`config.mk`:
```
export PLATFORM = sky130hd
export DESIGN_NAME = firstband_predictor_multimode
export DESIGN_NICKNAME = d
export VERILOG_FILES = /design/src/rtl/firstband_predictor_multimode.sv
export SDC_FILE = /design/constraint.sdc
export NUM_CORES = 1
export LEC_CHECK = 0
export CELL_PAD_IN_SITES_DETAIL_PLACEMENT = 1
export CELL_PAD_IN_SITES_GLOBAL_PLACEMENT = 1
export CORE_UTILIZATION = 49
export CTS_CLUSTER_DIAMETER = 80
export DETAILED_ROUTE_END_ITERATION = 6
export DONT_BUFFER_PORTS = 1
export PLACE_DENSITY = 0.79
export SETUP_SLACK_MARGIN = 0.15
export SYNTH_ARGS = -nofsm -noshare
export SYNTH_HDL_FRONTEND = slang
export SYNTH_SLANG_ARGS = --single-unit
```
`constraint.sdc`:
```
create_clock -name clk -period 5.95 [get_ports clk]
set_clock_uncertainty 0.1 [all_clocks]
set_input_delay 0 -clock clk [delete_from_list [all_inputs] [get_ports clk]]
set_output_delay 0 -clock clk [all_outputs]
set_load 0.005 [all_outputs]
```
`src/rtl/firstband_predictor_multimode.sv`:
```
// First-band predictor: left/up/average/MED prediction per sample.
// Optional residual output enabled by FIRSTBAND_PREDICTOR_RESIDUAL_EN.
module firstband_predictor_multimode #(
  parameter int DATA_WIDTH         = 16,
  parameter int MAX_SLICE_SIZE_LOG = 4
) (
  input  logic                  clk,
  input  logic                  rst,
  input  logic                  x_valid,
  output logic                  x_ready,
  input  logic [DATA_WIDTH-1:0] x_data,
  input  logic                  x_last_r,
  input  logic                  x_last_s,
  input  logic [1:0]            mode,
  output logic                  xtilde_valid,
  input  logic                  xtilde_ready,
  output logic [DATA_WIDTH-1:0] xtilde_data,
  output logic                  xtilde_last,
  output logic                  err_overrun
`ifdef FIRSTBAND_PREDICTOR_RESIDUAL_EN
  ,
  output logic signed [DATA_WIDTH:0] xres_data
`endif
);

  localparam int DW    = DATA_WIDTH;
  localparam int CW    = MAX_SLICE_SIZE_LOG;
  localparam int DEPTH = 1 << CW;

  logic [DW-1:0] mem [DEPTH];

  logic [CW-1:0] col_q, col_d;
  logic          first_row_q, first_row_d;
  logic          first_smp_q, first_smp_d;
  logic [DW-1:0] left_q, left_d;
  logic [DW-1:0] upleft_q, upleft_d;
  logic [1:0]    mode_q, mode_d;
  logic          err_q, err_d;
  logic          vld_q, vld_d;
  logic [DW-1:0] data_q, data_d;
  logic          last_q, last_d;
`ifdef FIRSTBAND_PREDICTOR_RESIDUAL_EN
  logic signed [DW:0] res_q, res_d;
`endif

  logic          acc;
  logic [DW-1:0] up;
  logic [DW:0]   sum1;
  logic [DW+1:0] med_s;
  logic [DW-1:0] mx, mn, med, mode_pred, pred;

  assign x_ready      = !vld_q || xtilde_ready;
  assign acc          = x_valid && x_ready;
  assign xtilde_valid = vld_q;
  assign xtilde_data  = data_q;
  assign xtilde_last  = last_q;
  assign err_overrun  = err_q;
`ifdef FIRSTBAND_PREDICTOR_RESIDUAL_EN
  assign xres_data    = res_q;
`endif

  // Neighbour fetch and prediction for the sample on the input port
  always_comb begin
    up    = mem[col_q];
    sum1  = {1'b0, left_q} + {1'b0, up};
    med_s = {2'b0, left_q} + {2'b0, up} - {2'b0, upleft_q};
    mx    = (left_q >= up) ? left_q : up;
    mn    = (left_q >= up) ? up : left_q;
    if (upleft_q >= mx)      med = mn;
    else if (upleft_q <= mn) med = mx;
    else                     med = med_s[DW-1:0];
    unique case (mode_q)
      2'd0:    mode_pred = left_q;
      2'd1:    mode_pred = up;
      2'd2:    mode_pred = sum1[DW:1];
      default: mode_pred = med;
    endcase
    priority case (1'b1)
      first_smp_q:                    pred = '0;
      first_row_q && col_q != '0:     pred = left_q;
      !first_row_q && col_q == '0:    pred = up;
      default:                        pred = mode_pred;
    endcase
  end

  // Next-state for slice tracking and the output register
  always_comb begin
    col_d       = col_q;
    first_row_d = first_row_q;
    first_smp_d = first_smp_q;
    left_d      = left_q;
    upleft_d    = upleft_q;
    mode_d      = mode_q;
    err_d       = err_q;
    vld_d       = vld_q;
    data_d      = data_q;
    last_d      = last_q;
`ifdef FIRSTBAND_PREDICTOR_RESIDUAL_EN
    res_d       = res_q;
`endif
    if (x_ready) vld_d = x_valid;
    if (acc) begin
      data_d      = pred;
      last_d      = x_last_s;
`ifdef FIRSTBAND_PREDICTOR_RESIDUAL_EN
      res_d       = signed'({1'b0, x_data}) - signed'({1'b0, pred});
`endif
      left_d      = x_data;
      upleft_d    = up;
      col_d       = col_q + 1'b1;
      first_smp_d = 1'b0;
      if (first_smp_q) mode_d = mode;
      if (!x_last_r && col_q == '1) err_d = 1'b1;
      if (x_last_r) begin
        col_d       = '0;
        left_d      = '0;
        upleft_d    = '0;
        first_row_d = 1'b0;
      end
      if (x_last_s) begin
        first_row_d = 1'b1;
        first_smp_d = 1'b1;
      end
    end
  end

  // State registers
  always_ff @(posedge clk or negedge rst) begin
    if (!rst) begin
      col_q       <= '0;
      first_row_q <= 1'b1;
      first_smp_q <= 1'b1;
      left_q      <= '0;
      upleft_q    <= '0;
      mode_q      <= '0;
      err_q       <= 1'b0;
      vld_q       <= 1'b0;
      data_q      <= '0;
      last_q      <= 1'b0;
`ifdef FIRSTBAND_PREDICTOR_RESIDUAL_EN
      res_q       <= '0;
`endif
    end else begin
      col_q       <= col_d;
      first_row_q <= first_row_d;
      first_smp_q <= first_smp_d;
      left_q      <= left_d;
      upleft_q    <= upleft_d;
      mode_q      <= mode_d;
      err_q       <= err_d;
      vld_q       <= vld_d;
      data_q      <= data_d;
      last_q      <= last_d;
`ifdef FIRSTBAND_PREDICTOR_RESIDUAL_EN
      res_q       <= res_d;
`endif
    end
  end

  // Row buffer: read-before-write, contents never reset
  always_ff @(posedge clk) begin
    if (acc) mem[col_q] <= x_data;
  end

endmodule

```
==> impl_metrics.py <==
metrics = {
    "outcome": {
        "outcome": "complete, no violations",
    },
    "timing": {
        "finalCritPeriodShare_pct": 97.1,
        "final-setup-viol-count": 0,
        "tns_ps": 0,
        "setup_ws_ps": 170,
        "slew_headroom_pct": 6.52,
        "rsz0062_at_grt": "yes",
        "fmax_ghz": 0.173,
        "slew_viol_final": 0,
        "finalHoldWorstSlack_ps": 56.3,
        "hold_violations": 0,
        "worstMarginPinSlew_ps": 1400,
        "fin_crit_ps": 5780,
    },
    "clocking": {
        "clk_path_buf_depth": 3,
        "htreeDepth": 2,
        "cts_sinks": 315,
        "cts_tree": "done",
        "clkTransAtPathRegs_ps": 70,
        "cts_buffers": 35,
        "insertion_delay_ps": 560,
        "cts_root_buffer": "clkbuf_16",
    },
    "pwr": {
        "power.density_nw_per_um2": 460,
        "p_leak_uw": 0.00747,
        "max-vdd-ir-drop_mv": 0.302,
        "power.total_uw": 9210,
    },
    "yosys": {
        "synth_area_leaders": "edfxtp_1 (46%), mux4_2 (10%), dfrtp_1 (8.6%), ha_1 (6.3%), a21oi_1 (2.7%)",
        "ys_seq_area_share_pct": 55.1,
        "ys_ff_latch": 315,
        "ys.flop_type": "edfxtp_1",
        "synthTopCellsByCount": "edfxtp_1 (256), a21oi_1 (91), ha_1 (84)",
        "ys_warn_count": 0,
        "ys_types": 81,
        "netlist.area_leader.share_pct": 46.2,
        "yosys.area.top_type": "edfxtp_1",
        "netlist_instances": 1249,
        "synth.net_count": 1373,
        "synth_edf_count": 256,
        "synthArstFlopShare_pct": 18.7,
        "synth_area_um2": 16600,
        "syn_area_per_cell_um2": 13.3,
        "yosysMostFrequentCell": "edfxtp_1",
    },
    "die": {
        "die_x_um": 186,
        "core_um2": 33400,
        "start_util_pct": 49.7,
        "dieArea_um2": 34700,
        "rows": 67,
        "pin_count": 44,
        "fp.dieH_um": 186,
    },
    "grt": {
        "grt_pass1_vias": 12708,
        "antenna_found_initial": 0,
        "overflow": 0,
        "grt_usage_pct": 32.6,
        "grt_pass1_wl_um": 80400,
        "grt_max_degree": 58,
    },
    "critical_path": {
        "cp_slowest_cell": "dfrtp_4",
        "crit_fanout": 13,
        "startpoint_type": "flop",
        "reg2reg_to": "xtilde_data[2]",
        "r2r_cells": 25,
        "path_class": "flop to flop",
        "slowest_delay_ps": 540,
        "required_ps": 6300,
        "arrival_ps": 6130,
        "startpoint": "col_q[0]",
        "endpoint": "xtilde_data[2]",
        "rrSetupSlack_ps": 170,
        "reg2reg_from": "col_q[0]",
        "worstSetupEndpointType": "flop",
        "cpMostUsedCell": "buf_4",
    },
    "job": {
        "maxCapViolations": 0,
    },
    "finish": {
        "fin_cells": 1898,
        "diodes": 0,
        "fin_nets": 1549,
        "drive_above_1_share_pct": 27.0,
        "syn2layout_area_growth_pct": 20.6,
        "fillers": 3216,
    },
    "drt": {
        "met3_length_um": 3940,
        "vias": 12050,
        "first_iter_violations": 1038,
        "wirelength_met1_um": 21600,
        "drcViolationCount": 0,
        "avgRoutedWirePerCell_um": 29.3,
        "met2WireLength_um": 27600,
        "via_per_inst": 6.35,
        "drt.antenna.violating_nets": 0,
        "top_layer_used": "met4",
        "first_pass_iters": 5,
        "routed_wl_um": 55700,
    },
    "placement": {
        "dp_cells": 1773,
        "detailedPlace.worstSlack_ps": -212,
        "io_buffer_count": 0,
        "gp_congestion": 1.01,
        "dp_hpwl_um": 37900,
    },
    "hold_path": {
        "hold_class": "primary input to flop",
    },
}
==> routing by layer <==
metal / vias to the layer above / global-route usage (%)
li1: 5178 / -
met1: 6123 / 41.7
met2: 585 / 55.5
met3: 164 / 4.89
met4: 0 / 14.2
met5: - / 0
==> area by class of cell <==
class / count / area [µm²] / share of cell area, %
well taps: 448 / 561 / 2.80
multi-input cells: 792 / 7100 / 35.4
repair buffers: 198 / 1800 / 8.98
clock inverters: 20 / 163 / 0.811
inverters: 83 / 312 / 1.55
flip-flops and latches: 315 / 9170 / 45.8
clock buffers: 42 / 932 / 4.65
==> sequential cells by signal (all words and copies together), names as in the netlist <==
register / count
xtilde_valid: 1
upleft_q: 16
xtilde_data: 16
first_smp_q: 1
left_q: 16
mode_q: 2
xtilde_last: 1
first_row_q: 1
err_overrun: 1
col_q: 4
mem: 256
==> critical path: cells and delay by family (launching register included) <==
family | cells | cell delay [ps]
compound gates | 10 | 1810
buf+inv | 8 | 1120
mux | 2 | 1030
simple gates | 3 | 690
flops | 1 | 540
fa+ha+maj | 2 | 390
==> worst min path at each step <==
stage	startpoint	end	slack, ps	cells after the start
global route	mode[0]	mode_q[0]	80	2
global placement	rst	upleft_q[3]	-390	0
finish	mode[0]	mode_q[0]	60	2
floorplan	rst	col_q[0]	-400	0
detailed placement	rst	upleft_q[4]	-390	0
CTS	mode[0]	mode_q[0]	40	2
==> cells in the final DEF, fill, tap and decap left out, drive strengths merged, types with 9 or more instances in the layout <==
| master | n |
|---|---|
| o21a | 12 |
| inv | 85 |
| a21oi | 93 |
| xnor2 | 18 |
| clkinv | 16 |
| o21ai | 77 |
| nor2 | 79 |
| clkbuf | 42 |
| nor3 | 27 |
| nand2 | 67 |
| nand2b | 12 |
| a211oi | 18 |
| mux4 | 76 |
| a22o | 17 |
| nand3b | 18 |
| nand3 | 14 |
| ha | 84 |
| edfxtp | 256 |
| buf | 174 |
| fa | 16 |
| dlygate4sd3 | 24 |
| o211ai | 12 |
| mux2i | 9 |
| nor2b | 9 |
| dfrtp | 57 |
| and2 | 9 |
==> timing repair <==
item                                    in CTS  in global routing
cloned                                       0                  1
endpoints found under the setup margin      15                 16
resized for setup                           15                 53
pin swaps                                    1                 27
hold endpoints to repair                   360                  0
setup buffers                                7                 29
hold buffers                                26                  0
==> power by group <==
group	leakage, µW	internal, µW	total, µW	switching [µW]
combinational	0.00388	1890	4400	2510
clock	0.000542	1180	2100	928
sequential	0.00305	2530	2710	183
==> through the flow <==
stage,area (µm²),utilization (%)
floorplan,16600,-
global placement,18000,54.0
detailed placement,18000,54.0
CTS,19600,58.5
global route,20000,59.9
finish,20000,59.9
==> logic make-up after synthesis <==
group                      count (synthesis)  synth area share (%)
DFF                                      315                  55.1
adders and majority gates                100                  8.25
xor gates and xnor gates                  24                  1.26
buffers and inverters                    143                  4.03
AOI/OAI and AO/OA                        317                  12.4
and+or+nand+nor                          261                  7.65
muxes                                     89                  11.2
No activity file was read; power rests on OpenSTA's default activity.
